`src/rtl/arb_pkg.sv`:
```
// Shared definitions for the round-robin 4:1 arbiter: state encoding, sizes and
// the rotating-priority search used for every grant decision.
package arb_pkg;

    localparam int NREQ = 4;
    localparam int SELW = 2;

    typedef enum logic {
        IDLE  = 1'b0,
        GRANT = 1'b1
    } state_e;

    // First requester found scanning ptr, ptr+1, ... (2-bit index wraps mod 4).
    function automatic logic [SELW-1:0] rr_pick(input logic [NREQ-1:0] req,
                                                input logic [SELW-1:0] ptr);
        logic [SELW-1:0] idx;
        logic [SELW-1:0] pick;
        logic            found;
        pick  = ptr;
        found = 1'b0;
        for (int k = 0; k < NREQ; k++) begin
            idx = ptr + SELW'(k);
            if (!found && req[idx]) begin
                pick  = idx;
                found = 1'b1;
            end
        end
        return pick;
    endfunction

endpackage

```
`src/rtl/mux4to1_dw.sv`:
```
// Case-based 4:1 select of w0..w3 by s; purely combinational.
module mux4to1_dw
    import arb_pkg::*;
#(
    parameter int DW = 3
) (
    input  logic [SELW-1:0] s,
    input  logic [DW-1:0]   w0,
    input  logic [DW-1:0]   w1,
    input  logic [DW-1:0]   w2,
    input  logic [DW-1:0]   w3,
    output logic [DW-1:0]   y
);

    always_comb begin
        y = w0;
        case (s)
            2'd0: y = w0;
            2'd1: y = w1;
            2'd2: y = w2;
            2'd3: y = w3;
            default: y = w0;
        endcase
    end

endmodule

```
`src/rtl/rr_mux4_arbiter.sv`:
```
// Round-robin arbiter granting one of four requesters onto a shared 4:1 datapath
// with valid/ready handoff. Define ARB_LOCK_EN to let lock[s] keep a burst on s.
module rr_mux4_arbiter
    import arb_pkg::*;
#(
    parameter int DW      = 3,
    parameter int PTR_RST = 0
) (
    input  logic            clk,
    input  logic            rst,
    input  logic [NREQ-1:0] req,
    input  logic [DW-1:0]   w0,
    input  logic [DW-1:0]   w1,
    input  logic [DW-1:0]   w2,
    input  logic [DW-1:0]   w3,
    input  logic [NREQ-1:0] lock,
    input  logic            out_ready,
    output logic            out_valid,
    output logic [DW-1:0]   out_data,
    output logic [SELW-1:0] s,
    output logic [NREQ-1:0] ack,
    output logic            busy
);

    state_e          state_q, state_d;
    logic [SELW-1:0] s_q, s_d;
    logic [SELW-1:0] ptr_q, ptr_d;
    logic [SELW-1:0] ptr_adv;
    logic            handshake;
    logic            burst_hold;

`ifdef ARB_LOCK_EN
    assign burst_hold = lock[s_q] & req[s_q];
`else
    logic unused_lock;
    assign unused_lock = ^lock;
    assign burst_hold  = 1'b0;
`endif

    assign out_valid = (state_q == GRANT);
    assign busy      = (state_q == GRANT);
    assign s         = s_q;
    assign handshake = out_valid & out_ready & ~rst;
    assign ack       = handshake ? (NREQ'(1) << s_q) : '0;
    assign ptr_adv   = s_q + SELW'(1);

    // NOTE: every next-state variable gets its hold value first, so no path
    // through the case leaves one unassigned and no latch is inferred.
    always_comb begin
        state_d = state_q;
        s_d     = s_q;
        ptr_d   = ptr_q;
        case (state_q)
            IDLE: begin
                if (|req) begin
                    state_d = GRANT;
                    s_d     = rr_pick(req, ptr_q);
                end
            end
            GRANT: begin
                if (out_ready) begin
                    if (!burst_hold) begin
                        // Served requester sits at ptr-1, i.e. lowest priority.
                        ptr_d = ptr_adv;
                        if (|req) s_d = rr_pick(req, ptr_adv);
                        else      state_d = IDLE;
                    end
                end else if (!req[s_q]) begin
                    state_d = IDLE;
                end
            end
            default: state_d = IDLE;
        endcase
    end

    // NOTE: sequential state uses non-blocking assignments so all registers
    // update together from values sampled at the same edge.
    always_ff @(posedge clk) begin
        if (rst) begin
            state_q <= IDLE;
            s_q     <= '0;
            ptr_q   <= SELW'(PTR_RST);
        end else begin
            state_q <= state_d;
            s_q     <= s_d;
            ptr_q   <= ptr_d;
        end
    end

    mux4to1_dw #(
        .DW(DW)
    ) u_mux (
        .s (s_q),
        .w0(w0),
        .w1(w1),
        .w2(w2),
        .w3(w3),
        .y (out_data)
    );

endmodule

```
`config.mk`:
```
export PLATFORM = sky130hd
export DESIGN_NAME = rr_mux4_arbiter
export DESIGN_NICKNAME = d
export VERILOG_FILES = /design/src/rtl/arb_pkg.sv /design/src/rtl/mux4to1_dw.sv /design/src/rtl/rr_mux4_arbiter.sv
export SDC_FILE = /design/constraint.sdc
export NUM_CORES = 1
export LEC_CHECK = 0
export ABC_CLOCK_PERIOD_IN_PS = 2200
export BUFFER_PORTS_ARGS = -buffer_cell sky130_fd_sc_hd__buf_4
export CORE_MARGIN = 2
export CORE_UTILIZATION = 41
export CTS_BUF_LIST = sky130_fd_sc_hd__clkbuf_8
export CTS_CLUSTER_DIAMETER = 60
export DETAILED_ROUTE_END_ITERATION = 12
export GPL_ROUTABILITY_DRIVEN = 0
export GPL_TIMING_DRIVEN = 1
export HOLD_SLACK_MARGIN = 0.03
export PLACE_DENSITY = 0.77
export SLEW_MARGIN = 15
export SYNTH_ARGS = -nofsm -noshare
export SYNTH_HDL_FRONTEND = slang
export SYNTH_SLANG_ARGS = --single-unit
```
`constraint.sdc`:
```
create_clock -name clk -period 2.2 [get_ports clk]
set_clock_uncertainty 0.15 [all_clocks]
set_input_delay 0.22 -clock clk [delete_from_list [all_inputs] [get_ports clk]]
set_output_delay 0.22 -clock clk [all_outputs]
set_load 0.1 [all_outputs]
```
* Word level (Yosys, flattened, before mapping)
Index checks and enable logic that the tools add are counted.
** Storage, ports and cells
- Register bits :: 5
- Output and inout port bits :: 11
- Word-level logic and storage cells :: 101
** Operators by class
- Add/subtract/negate cells :: 7
- $lt $le $gt $ge :: 9
- Equality and inequality tests :: 6
- Shift operators :: 1
- Muxes and demuxes :: 55
- Bitwise gates (word level) :: 4
- Reductions and logical operators :: 16
** Operator list (number)
- 1-bit 2-to-1 mux :: 33
- 2-bit by 3-bit < comparator with 1-bit output (second input constant) :: 9
- 1-bit binary-select mux with 2-bit select :: 9
- 2-bit 2-to-1 mux :: 9
- 3-bit case mux with 4 select lines :: 1
- 2-bit adder (second input constant) :: 4
- 2-bit by 1-bit adder with 2-bit output (second input constant) :: 3
- 1-bit logical AND :: 6
- 1-bit logical NOT :: 6
- 2-bit equality test (second input constant) :: 2
- 4-bit 2-to-1 mux :: 1
- 2-bit != test (second input constant) :: 2
- 2-bit case mux with 2 select lines :: 1
- 4-bit OR reduction :: 1
- 1-bit by 2-bit left shift with 4-bit output (first input constant) :: 1
- 3-bit AND reduction :: 1
- 1-bit bitwise AND :: 2
- 2-bit by 1-bit equality test with 1-bit output (second input constant) :: 1
- 2-bit logical NOT :: 1
- 2-bit by 1-bit != test with 1-bit output (second input constant) :: 1
- 1-bit inverter :: 2
- 1-bit case mux with 2 select lines :: 1
- 2-bit AND reduction :: 1

* Depth between registers and ports, before layout
- Depth after elaboration :: 25
- Gate-level depth with buffers :: 7
- Depth with buffers taken out :: 6

* By module
From an unflattened synthesis, not the netlist that was laid out.
** Unflattened totals
- Cell total of the unflattened synthesis :: 71
- Area, all modules :: 618.1 µm²
** Modules (own cells, without submodules)
- rr_mux4_arbiter :: instances 1, cells an instance 68, area an instance 539.3 µm²
- mux4to1_dw :: instances 1, cells an instance 3, area an instance 78.8 µm²

* Worst setup path before layout
Ideal clock, no wire load.
- Path kind :: reg-to-output
- From :: register s_q[0], in the netlist s[0]
- To :: output port out_data[0]
- Data arrival time :: 3.205 ns
- Data required time :: 1.830 ns
- Setup slack :: -1.375 ns
- Stages on the path, launching flop included :: 5
- Buffers on the path :: 1
- Cell sequence :: dfxtp_1 clkbuf_1 inv_1 ha_1 mux2i_1
** On the way
- Cells in the longest elaborated chain, start to end :: 2
** Ends and longest elaborated chain
- start, declared :: line rr_mux4_arbiter.sv:26 : logic [SELW-1:0] s_q, s_d;
- start signal, assigned :: line rr_mux4_arbiter.sv:81 : s_q <= '0;
- start signal, assigned :: line rr_mux4_arbiter.sv:85 : s_q <= s_d;
- 2-bit equality test, or another cell as far along :: line mux4to1_dw.sv:17 : case (s)
- 3-bit case mux with 4 select lines (*) :: line mux4to1_dw.sv:17
- end, declared :: line rr_mux4_arbiter.sv:19 : output logic [DW-1:0] out_data,
Every way passes the cells marked *; elsewhere a longest branch is shown, timed or not.

* Worst setup path in the final report
- From :: register s_q[0], in the netlist s[0]
- To :: output port out_data[1]
The elaborated chain is that of the path after synthesis.

==> results.yml <==
detailed_routing:
  drt_iter0_markers: 16
  ant_nets: 0
  drc: 0
  num_vias: 711
  via_per_inst: 5.64
  wirelength_um: 1660
  drt-wirelength-per-cell_um: 13.2
  drtPass1Iterations: 4
timing:
  hold_slack_ps: 68.2
  finalSetupTns_ps: 0
  drv_slew: 0
  timing.fmax_mhz: 488
  grt_setup_unrepaired: "false"
  setup_viol: 0
  post-route-min-period_ps: 2050
  fin_crit_sh_pct: 93.2
  hold_viol_final: 0
  slew_headroom_pct: 70.1
  tightestPinTransition_ps: 448
  finalWorstSetupSlack_ps: 149
clock_tree:
  cts_root_buffer: "clkbuf_8"
  hold_buffers: 0
  cts_tree: "done"
  htreeDepth: 1
  clock_sinks: 5
  clk_path_buf_depth: 2
  clk_pin_slew_ps: 30
  clk_latency_ps: 220
  cts_made_buffers: 3
synth:
  synth_area_leader_cell: "dfxtp_1"
  syn_area_sq_um: 646
  synth_area_leaders: "dfxtp_1, ha_1, a222oi_1, mux2i_1, inv_1"
  ys_warn_count: 0
  ys_ff_latch: 5
  yosys.area.top_type_share_pct: 15.5
  ys_seq_area_share_pct: 15.5
  synthCells: 79
  avgSynthCellArea_sq_um: 8.17
  synth.distinct_cells: 37
  syn-num-nets: 106
final_layout:
  drive_gt1_share_pct: 43.6
  area_growth_pct: 50.4
  fin_area_sq_um: 971
  fin_nets: 138
  n_antenna_cell: 0
placement:
  dp_hpwl_um: 1270
  dp_slack_ps: 241
  postPlaceCellArea_sq_um: 900
  numPortBuffers: 29
hold_path:
  hold_depth: 2
  hold_class: "primary input to register"
  min_from: "rst"
power_and_ir_drop:
  power.density_nw_per_um2: 698
  clockPowerShare_pct: 23.9
  internal_power_uw: 367
  p_switching_uw: 310
  swShare_pct: 45.8
  comb_power_share_pct: 58.2
  p_total_uw: 678
  peakVddDrop_uv: 638
  pwr-share-seq_pct: 18.0
  p_leak_uw: 0.000445
floorplan:
  die_w_um: 43.7
  start_util_pct: 43.4
  core_area_sq_um: 1490
  io_pins: 34
  die_area_sq_um: 1910
  num_rows: 14
  die_h_um: 43.7
setup_path:
  arrival_ps: 1680
  path_cells: "inv_1 -> ha_1 -> a222oi_1 -> mux2i_4 -> buf_6"
  cp-end-kind: "output port"
  crit_family: "compound AO/OA/AOI/OAI gates"
  critical_path_required_ps: 1830
  crit_cells: 5
  crit_path_start_kind: "register"
  crit_fanout: 11
  timing.rr.start: "s[0]"
  cpPeakStageDelay_ps: 430
  worst-setup-path-type: "register to output port"
  cp_slowest_cell: "a222oi_1"
  startpoint: "s[0]"
  worst-path-buf-inv: 2
  reg2regPathDepth: 5
outcome:
  run_status: "finished clean"
grt:
  gr-total-overflow: 0
  grt_max_degree: 15
  grt_usage_pct: 18.8
  antenna_found_initial: 0
  grt_pass1_wl_um: 2750
  grt_pass1_vias: 677
job:
  cap_violations: 0
[sequential cells by signal, indices dropped and copies added, names as in the netlist]
register / flops
ptr_q: 2
s: 2
busy: 1
[kinds of logic (layout without fill, tap and decap cells)]
kind of cell / count (synthesis) / in the layout / synth area share (%)
AO/OA/AOI/OAI: 20 / 20 / 23.8
adder cells (fa/ha/maj): 4 / 4 / 7.75
buffers and inverters: 11 / 42 / 9.30
flip-flops: 5 / 5 / 15.5
multiplexers: 5 / 5 / 12.2
AND/OR/NAND/NOR: 34 / 34 / 31.4
[through the flow]
step	utilization, %	std cells
final	65.2	126
after global routing	65.2	126
after CTS	63.4	124
after detailed placement	60.4	120
after global placement	60.4	120
after floorplan	-	79
[Yosys cell counts]
| cell | count |
|---|---|
| or2_2 | 2 |
| o311a_1 | 1 |
| nor2_1 | 6 |
| and2b_4 | 1 |
| or4b_1 | 1 |
| o21ai_0 | 3 |
| buf_6 | 2 |
| nor2b_4 | 1 |
| ha_1 | 4 |
| nand2_1 | 3 |
| a21boi_0 | 1 |
| buf_4 | 1 |
| o2111ai_1 | 1 |
| o2bb2ai_1 | 1 |
| mux4_1 | 1 |
| a222oi_1 | 3 |
| o311ai_1 | 1 |
| mux2i_1 | 3 |
| and2_1 | 4 |
| nand2b_1 | 3 |
| o41ai_1 | 1 |
| a221oi_1 | 1 |
| clkbuf_1 | 1 |
| dfxtp_1 | 5 |
| nor4_1 | 1 |
| nor2b_1 | 3 |
| o41a_1 | 1 |
| nand3_1 | 2 |
| or4_1 | 1 |
| a21o_2 | 1 |
| and3_1 | 1 |
| and2b_1 | 2 |
| mux4_2 | 1 |
| a21oi_1 | 4 |
| nor3_1 | 3 |
| o211ai_1 | 1 |
| inv_1 | 7 |
[what timing repair did]
| item | 4_1_cts | 5_1_grt |
|---|---|---|
| setup endpoints to repair | 0 | 3 |
| setup buffers | 0 | 2 |
| gates resized for setup | 0 | 3 |
[final cells by class]
type / count / area [sq um]
fillers: 120 / 518
clock buffers: 3 / 41.3
clock inverters: 1 / 3.75
well taps: 16 / 20.0
inverters: 7 / 26.3
multi-input cells: 63 / 527
flip-flops and latches: 5 / 109
repair buffers: 31 / 244
[cell usage in the layout, fill, tap and decap left out, types with 2 or more instances in the layout]
cell / netlist / routed
inv_1: 7 / 8
or2_2: 2 / 2
ha_1: 4 / 3
buf_6: 2 / 3
a21oi_1: 4 / 4
nand2_1: 3 / 3
nor2b_1: 3 / 3
nand3_1: 2 / 2
and2b_1: 2 / 2
and2_1: 4 / 3
nand2b_1: 3 / 3
mux2i_4: 0 / 3
nor3_1: 3 / 3
dfxtp_1: 5 / 2
clkbuf_8: 0 / 3
o21ai_0: 3 / 3
dfxtp_4: 0 / 2
nor2_1: 6 / 6
buf_4: 1 / 28
a222oi_1: 3 / 3
[power groups by stage]
| stage | sequential (uW) | combinational [uW] | clock (uW) |
|---|---|---|---|
| 3_3_place_gp | 126 | 371 | 0 |
| 4_1_cts | 125 | 376 | 165 |
| 5_1_grt | 124 | 416 | 175 |
| 3_5_place_dp | 126 | 375 | 0 |
| 2_1_floorplan | 164 | 262 | 0 |
| 6_report | 122 | 394 | 162 |
[final timing paths]
path / to / slack (ps)
worst min-delay path: busy / 70
worst max-delay path: out_data[1] / 150
worst max register to register: s[0] / 280
worst min register to register: s[1] / 380
[per-layer routing]
metal / global-route usage [%] / wire [um] / up-vias
met1: 19.9 / 655 / 326
met2: 34.4 / 823 / 30
met4: 3.64 / 0 / 0
met5: 0 / 0 / -
li1: - / - / 355
met3: 7.92 / 179 / 0
Note: power is estimated with default switching activity, not from simulation.
